<file path="config.mk">
export PLATFORM = sky130hd
export DESIGN_NAME = pipeline_hazard_ctrl
export DESIGN_NICKNAME = d
export VERILOG_FILES = /design/src/rtl/pipeline_pkg.sv /design/src/rtl/sat_counter.sv /design/src/rtl/pipeline_hazard_ctrl.sv
export SDC_FILE = /design/constraint.sdc
export NUM_CORES = 1
export LEC_CHECK = 0
export ABC_CLOCK_PERIOD_IN_PS = 1900
export CORE_MARGIN = 4
export CORE_UTILIZATION = 30
export CTS_CLUSTER_DIAMETER = 120
export DETAILED_ROUTE_END_ITERATION = 12
export MAX_ROUTING_LAYER = met4
export PLACE_DENSITY = 0.53
export SKIP_CTS_REPAIR_TIMING = 1
export SYNTH_ARGS = -nofsm -noshare
export SYNTH_HDL_FRONTEND = slang
export SYNTH_SLANG_ARGS = --single-unit
</file>
<file path="constraint.sdc">
create_clock -name clk -period 1.9 [get_ports clk]
set_input_delay 0.285 -clock clk [delete_from_list [all_inputs] [get_ports clk]]
set_output_delay 0.285 -clock clk [all_outputs]
set_load 0.01 [all_outputs]
</file>
<file path="src/rtl/pipeline_pkg.sv">
// Shared definitions for the pipeline control unit and datapath:
// FSM state encodings, counter widths and the load-use hazard test.
package pipeline_pkg;

    typedef enum logic [1:0] {
        ST_RUN      = 2'd0,
        ST_MEM_WAIT = 2'd1,
        ST_FLUSH    = 2'd2
    } hz_state_e;

    localparam int CNT_W   = 16;  // performance counters
    localparam int WAIT_W  = 8;   // memory-wait counter (timeout up to 255)
    localparam int FLUSH_W = 4;   // flush counter (up to 15 cycles)

    // Load in EX writes a register that the ID instruction reads; x0 never hazards.
    function automatic logic load_use(
        input logic       id_valid,
        input logic [4:0] rs1,
        input logic [4:0] rs2,
        input logic       uses_rs2,
        input logic       mem_read,
        input logic [4:0] rd
    );
        return id_valid && mem_read && (rd != 5'd0) &&
               ((rd == rs1) || (uses_rs2 && (rd == rs2)));
    endfunction

endpackage

</file>
<file path="src/rtl/sat_counter.sv">
// Event counter that sticks at all-ones and clears on request.
module sat_counter
    import pipeline_pkg::*;
(
    input  logic             clk,
    input  logic             rst_n,
    input  logic             clr,
    input  logic             inc,
    output logic [CNT_W-1:0] cnt
);

    // Clear beats increment; saturate instead of wrapping.
    always_ff @(posedge clk) begin
        if (!rst_n || clr)
            cnt <= '0;
        else if (inc && (cnt != '1))
            cnt <= cnt + CNT_W'(1);
    end

endmodule

</file>
<file path="src/rtl/pipeline_hazard_ctrl.sv">
// Hazard control for a 5-stage pipeline: load-use stalls, mispredict
// flushes and data-memory wait handling, with stall/flush perf counters.
module pipeline_hazard_ctrl
    import pipeline_pkg::*;
#(
    parameter int FLUSH_CYCLES = 2,
    parameter int MEM_TIMEOUT  = 255
) (
    input  logic             clk,
    input  logic             rst_n,
    input  logic             id_valid,
    input  logic [4:0]       id_rs1,
    input  logic [4:0]       id_rs2,
    input  logic             id_uses_rs2,
    input  logic             ex_mem_read,
    input  logic [4:0]       ex_rd,
    input  logic             ex_branch_resolved,
    input  logic             ex_mispredict,
    input  logic             mem_req,
    input  logic             mem_ready,
    input  logic             perf_clr,
    output logic             pc_write,
    output logic             if_id_write,
    output logic             if_id_flush,
    output logic             id_ex_flush,
    output logic             ex_mem_hold,
    output logic [1:0]       state,
    output logic             mem_timeout,
    output logic [CNT_W-1:0] stall_cnt,
    output logic [CNT_W-1:0] flush_cnt
);

    localparam logic [WAIT_W:0]    TMO_LIM  = (WAIT_W+1)'(MEM_TIMEOUT);
    localparam logic [FLUSH_W-1:0] FL_START = FLUSH_W'(FLUSH_CYCLES - 1);

    hz_state_e          cur_st, nxt_st, eval_st;
    logic [WAIT_W-1:0]  wait_cnt, wait_nxt;
    logic [WAIT_W:0]    wait_inc;
    logic [FLUSH_W-1:0] fl_cnt, fl_nxt;
    logic               mw, mispred, lu, tmo_set, mispred_evt;

    assign mw       = mem_req & ~mem_ready;
    assign mispred  = ex_branch_resolved & ex_mispredict;
    assign lu       = load_use(id_valid, id_rs1, id_rs2, id_uses_rs2, ex_mem_read, ex_rd);
    assign wait_inc = {1'b0, wait_cnt} + (WAIT_W+1)'(1);
    assign state    = cur_st;

    // Mealy outputs and next state; while in reset, hazards are judged as in RUN.
    always_comb begin
        pc_write    = 1'b1;
        if_id_write = 1'b1;
        if_id_flush = 1'b0;
        id_ex_flush = 1'b0;
        ex_mem_hold = 1'b0;
        nxt_st      = cur_st;
        wait_nxt    = wait_cnt;
        fl_nxt      = fl_cnt;
        tmo_set     = 1'b0;
        mispred_evt = 1'b0;
        eval_st     = rst_n ? cur_st : ST_RUN;
        case (eval_st)
            ST_RUN, ST_MEM_WAIT: begin
                if (mw) begin
                    pc_write    = 1'b0;
                    if_id_write = 1'b0;
                    ex_mem_hold = 1'b1;
                    if (eval_st == ST_RUN) begin
                        nxt_st   = ST_MEM_WAIT;
                        wait_nxt = '0;
                    end else if (wait_inc >= TMO_LIM) begin
                        // Give up on the memory: flag it and fall back to RUN.
                        tmo_set  = 1'b1;
                        nxt_st   = ST_RUN;
                        wait_nxt = '0;
                    end else begin
                        nxt_st   = ST_MEM_WAIT;
                        wait_nxt = wait_inc[WAIT_W-1:0];
                    end
                end else if (mispred) begin
                    // Mispredict wins over a load-use stall: the stalled op is wrong-path.
                    if_id_flush = 1'b1;
                    id_ex_flush = 1'b1;
                    mispred_evt = 1'b1;
                    if (FLUSH_CYCLES > 1) begin
                        nxt_st = ST_FLUSH;
                        fl_nxt = FL_START;
                    end else begin
                        nxt_st = ST_RUN;
                    end
                end else begin
                    if (lu) begin
                        pc_write    = 1'b0;
                        if_id_write = 1'b0;
                        id_ex_flush = 1'b1;
                    end
                    nxt_st = ST_RUN;
                end
            end
            ST_FLUSH: begin
                // New mispredicts and load-use are wrong-path here and ignored.
                if_id_flush = 1'b1;
                id_ex_flush = 1'b1;
                if (mw) begin
                    pc_write    = 1'b0;
                    if_id_write = 1'b0;
                    ex_mem_hold = 1'b1;
                end else if (fl_cnt <= FLUSH_W'(1)) begin
                    fl_nxt = '0;
                    nxt_st = ST_RUN;
                end else begin
                    fl_nxt = fl_cnt - FLUSH_W'(1);
                end
            end
            default: nxt_st = ST_RUN;
        endcase
    end

    // FSM state, wait/flush counters and sticky timeout flag.
    always_ff @(posedge clk) begin
        if (!rst_n) begin
            cur_st      <= ST_RUN;
            wait_cnt    <= '0;
            fl_cnt      <= '0;
            mem_timeout <= 1'b0;
        end else begin
            cur_st   <= nxt_st;
            wait_cnt <= wait_nxt;
            fl_cnt   <= fl_nxt;
            if (tmo_set)
                mem_timeout <= 1'b1;
        end
    end

    sat_counter u_stall_cnt (
        .clk   (clk),
        .rst_n (rst_n),
        .clr   (perf_clr),
        .inc   (~pc_write),
        .cnt   (stall_cnt)
    );

    sat_counter u_flush_cnt (
        .clk   (clk),
        .rst_n (rst_n),
        .clr   (perf_clr),
        .inc   (mispred_evt),
        .cnt   (flush_cnt)
    );

endmodule

</file>
**Word level (Yosys, flattened, before mapping)**

Cells that the tools add are included.

- Flip-flop bits (word level): 47
- Input bits: 25
- Output and inout bits: 40
- Logic and storage cells: 77

- $add $sub $neg: 4
- Order comparisons: 2
- Equality and inequality tests: 10
- Muxes and demuxes: 34
- Bitwise logic cells: 4
- Reductions and logical operators: 17

Operator list:

| kind | number |
|---|---|
| 16-bit by 1-bit adder with 16-bit output, second input constant | 2 |
| 16-bit != test, second input constant | 2 |
| 1-bit 2-to-1 mux | 18 |
| 4-bit 2-to-1 mux | 4 |
| 8-bit 2-to-1 mux | 2 |
| 5-bit == test | 2 |
| 2-bit 2-to-1 mux | 5 |
| 8-bit by 1-bit adder with 9-bit output, second input constant | 1 |
| 9-bit by 8-bit greater-or-equal comparator with 1-bit output, second input constant | 1 |
| 2-bit != test, second input constant | 4 |
| 4-bit case mux with 2 select lines | 1 |
| 1-bit logical AND | 6 |
| 1-bit case mux with 2 select lines | 3 |
| 5-bit nonzero test | 1 |
| 4-bit by 1-bit less-or-equal comparator with 1-bit output, second input constant | 1 |
| 2-bit case mux with 2 select lines | 1 |
| 2-bit AND reduction | 2 |
| 4-bit AND reduction | 1 |
| 4-bit by 1-bit subtractor with 4-bit output, second input constant | 1 |
| 3-bit OR reduction | 1 |
| 1-bit bitwise AND | 2 |
| 2-bit by 1-bit == test with 1-bit output, second input constant | 1 |
| 2-bit == test, second input constant | 1 |
| 2-bit zero test | 1 |
| 5 further kinds | 7 |

**Logic depth before layout (Yosys ltp)**

- Word-level depth: 10
- Depth in mapped cells: 9
- Mapped depth without buffers: 8

**Modules after synthesis**

Synthesis repeated with hierarchy kept, for this count alone.

- Cells, all modules: 319
- Area total of the unflattened synthesis: 2,803.9 um2

Modules (own cells, without submodules):

| module | times used | cells an instance | area each (um2) | sequential area each (um2) |
|---|---|---|---|---|
| sat_counter | 2 | 94 | 862.1 | 320.3 |
| pipeline_hazard_ctrl | 1 | 131 | 1,079.8 | 300.3 |

**Least setup slack after synthesis**

OpenSTA, ideal clock, no wires.

- Path kind: flip-flop to flip-flop
- Start: reg u_stall_cnt.cnt[0]
- End: reg u_stall_cnt.cnt[14]
- Setup time: 70 ps
- Data arrival time: 1,957 ps
- Required time: 1,830 ps
- Setup slack: -128 ps
- Cell stages (with the launch flop): 9
- Buffers on the path: 1
- Clock period less this slack: 2,028 ps
- Path through: dfxtp_1 ha_1 nand4_1 nor4_1 or3b_1 o21a_1 buf_6 or4_1 a21oi_1

- Word-level cells in the longest chain between the ends: 2
- Elaborated cells on any way between the ends: 3
- Classes of those cells: add/sub (1); eq/ne (1); reduce/logical (1)

RTL lines:

| element | line | source |
|---|---|---|
| start: declaration | sat_counter.sv:9 | `output logic [CNT_W-1:0] cnt` |
| start signal: assignment | sat_counter.sv:17 | `cnt <= cnt + CNT_W'(1);` |
| parallel branches: the longest is 2 deep, another holds 16-bit by 1-bit adder with 16-bit output | -- |  |

Several ways; the timed one is not identified.
A chain may end at the register's enable or synchronous reset.

**Worst setup path in the final report**

- Start: in ex_rd[1]
- End: reg u_stall_cnt.cnt[6]

- Word-level cells in the longest chain between the ends: 10
- Elaborated cells on any way between the ends: 13
- Classes of those cells: eq/ne (2); mux (4); bitwise (1); reduce/logical (6)

RTL lines:

| element | line | source |
|---|---|---|
| start: declaration | pipeline_hazard_ctrl.sv:16 | `input logic [4:0] ex_rd,` |
| 5-bit == test | pipeline_pkg.sv:25 | `((rd == rs1) \|\| (uses_rs2 && (rd == rs2)));` |
| 1-bit logical AND | pipeline_pkg.sv:25 |  |
| 1-bit logical OR | pipeline_pkg.sv:25 |  |
| 1-bit logical AND * | pipeline_pkg.sv:24 | `return id_valid && mem_read && (rd != 5'd0) &&` |
| 1-bit 2-to-1 mux * | pipeline_hazard_ctrl.sv:91 | `if (lu) begin` |
| 1-bit 2-to-1 mux * | pipeline_hazard_ctrl.sv:79 | `end else if (mispred) begin` |
| 1-bit 2-to-1 mux * | pipeline_hazard_ctrl.sv:63 | `if (mw) begin` |
| 1-bit case mux with 2 select lines * | pipeline_hazard_ctrl.sv:61 | `case (eval_st)` |
| 1-bit NOT * | pipeline_hazard_ctrl.sv:138 | `.inc (~pc_write),` |
| 1-bit logical AND * | sat_counter.sv:16 | `else if (inc && (cnt != '1))` |

Every way passes the cells marked *; elsewhere a longest branch is shown, timed or not.

==> flow_summary.yaml <==
status:
  status: "finished, violations left"
  violations: "setup timing"
floorplan:
  fp-row-count: 32
  core_area_um2: 7890
  io_pins: 65
  die_w_um: 99.1
  die_h_um: 99.1
  start_util_pct: 31.6
  die_area_um2: 9820
timing:
  setup_viol: 18
  min_period_ns: 2.02
  hold_viol_final: 0
  maxSlewViolCount: 0
  finalCritPeriodShare_pct: 107
  setup_slack_ns: -0.125
  tightest_slew_ns: 0.373
  rsz0062_at_grt: "true"
  hold_ws_ns: 0.402
  finClkSkew_ns: 0.0124
  clock.fmax_ghz: 0.494
  tns_ns: -0.765
  slew_headroom_pct: 75.1
global_routing:
  grt_pass1_vias: 2514
  antenna_found_initial: 0
  grt-ovfl-total: 0
  grt_pass1_wl_um: 11500
  grt_max_degree: 31
  grt_use_total_pct: 14.3
yosys:
  synth_common_cells: "dfxtp_1, nor2_1, nand2_1"
  synth-edff-count: 0
  synth_area_per_cell_um2: 8.14
  synth_top_area_cell: "dfxtp_1"
  synthArstFlopShare_pct: 0
  synth_cell_types: 45
  synthFlopType: "dfxtp_1"
  synth_top_area_share_pct: 37.8
  syn_inst: 306
  synth-seq-cells: 47
  yosys_warnings: 0
  synthesis.nets: 337
  yosysMostFrequentCell: "dfxtp_1"
  synthTopCellsByArea: "dfxtp_1, xor2_1, nor2_1, a21oi_1, nand2_1"
  seq_area_frac_synth_pct: 37.8
  syn-cell-area_um2: 2490
setup_path:
  start_kind: "input pin"
  worst-endpoint-arrival_ns: 2.28
  crit_path_max_fanout: 8
  critPathKind: "in2reg"
  rrSetupSlack_ns: -0.12
  reg2reg_depth: 8
  endpoint_kind: "flip-flop"
  critPathRequiredTime_ns: 2.16
clock_network:
  cts_num_sinks: 47
  cts_buffer_depth: 2
  cts_made_buffers: 5
  clkTransAtPathRegs_ns: 0.10
  cts_root_buf: "clkbuf_8"
  clk_latency_ns: 0.30
  cts_tree: "yes"
  htree_levels: 2
power:
  power.density_nw_per_um2: 497
  peakVddDrop_uv: 295
  power.leakage_nw: 1.63
hold_path:
  holdPathStages: 4
  hold_path_class: "in2reg"
routing:
  via_per_inst: 4.96
  drc: 0
  dr.first_iter.drc_count: 79
  route.antenna.remaining_nets: 0
  routed_wl_um: 7090
  drtPass1Iterations: 4
  wl_per_cell_um: 13.2
  vias: 2671
placement:
  place.detailed.hpwl_um: 5200
  place.gp.congestion: 0.842
  io_buffers: 64
run:
  cap_violations: 0
layout:
  drive_gt1_share_pct: 27.5
  area_delta_synth_final_pct: 65.5
  n_antenna_cell: 0
  nets: 466
==> worst paths after layout <==
path,start,endpoint
max,ex_rd[1],u_stall_cnt.cnt[6]
min,rst_n,mem_timeout
max reg2reg,u_stall_cnt.cnt[0],u_stall_cnt.cnt[6]
min reg2reg,mem_timeout,mem_timeout
==> flip-flops by register name (all words and copies together) (netlist names) <==
| register | flops |
|---|---|
| u_flush_cnt.cnt | 16 |
| u_stall_cnt.cnt | 16 |
| wait_cnt | 8 |
| fl_cnt | 4 |
| state | 2 |
| mem_timeout | 1 |
==> per-stage QoR <==
step | std cells | util [%] | area (µm²) | power (mW) | worst slack [ns]
6_report | 538 | 52.2 | 4120 | 2.05 | -0.125
5_1_grt | 538 | 52.2 | 4120 | 2.14 | -0.222
4_1_cts | 528 | 48.4 | 3820 | 2.04 | -0.730
3_5_place_dp | 520 | 46.9 | 3700 | 1.25 | -0.720
3_3_place_gp | 520 | 46.9 | 3700 | 1.25 | -0.713
2_1_floorplan | 306 | - | 2540 | 1.11 | -0.0498
==> where the power goes <==
group / switching (mW) / internal (mW)
sequential: 0.00581 / 0.988
combinational: 0.122 / 0.147
clock: 0.352 / 0.433
==> critical path: stages <==
cell and delay [ns]:
clkbuf_2 0.10, buf_6 0.12, xor2_1 0.16, nor4_2 0.33, a32oi_2 0.17, buf_4 0.16, o21a_4 0.24, buf_12 0.14
or4_1 0.50, nand2_1 0.07
==> cell usage in the layout, fill, tap and decap left out, types with 5 or more instances in the layout <==
cell,instances
nand3_1,10
clkdlybuf4s50_1,43
nor3_1,7
or3_1,10
and3_1,5
a21oi_2,5
nand2_1,28
dlymetal6s2s_1,15
buf_6,6
a21oi_1,18
nor2_1,30
dfxtp_1,43
nand4_1,12
xor2_1,19
o21ai_0,14
clkbuf_8,6
inv_1,8
xnor2_1,7
buf_4,62
==> per-layer routing <==
layer  wire [µm]  vias up  GRT usage, %
met5           0        -             -
met4          47        0          3.26
met3         320        7          3.51
met2        3340       69          22.6
met1        3390     1227          18.5
li1            -     1368             -
==> final cells by class <==
| type | instances | area [µm²] |
|---|---|---|
| Clock buffer | 6 | 82.6 |
| Multi-Input combinational cell | 240 | 1660 |
| Clock inverter | 2 | 38.8 |
| Sequential cell | 47 | 951 |
| Timing Repair Buffer | 132 | 1230 |
| Fill cell | 753 | 3770 |
| Tap cell | 102 | 128 |
| Inverter | 9 | 36.3 |
==> cell families after synthesis <==
group | synth area share, %
adders and majority gates | 3.01
xor gates and xnor gates | 9.50
muxes | 0.804
DFF | 37.8
and+or+nand+nor | 30.1
AOI/OAI and AO/OA | 15.2
buffers and inverters | 3.62
No activity file was read; power rests on OpenSTA's default activity.
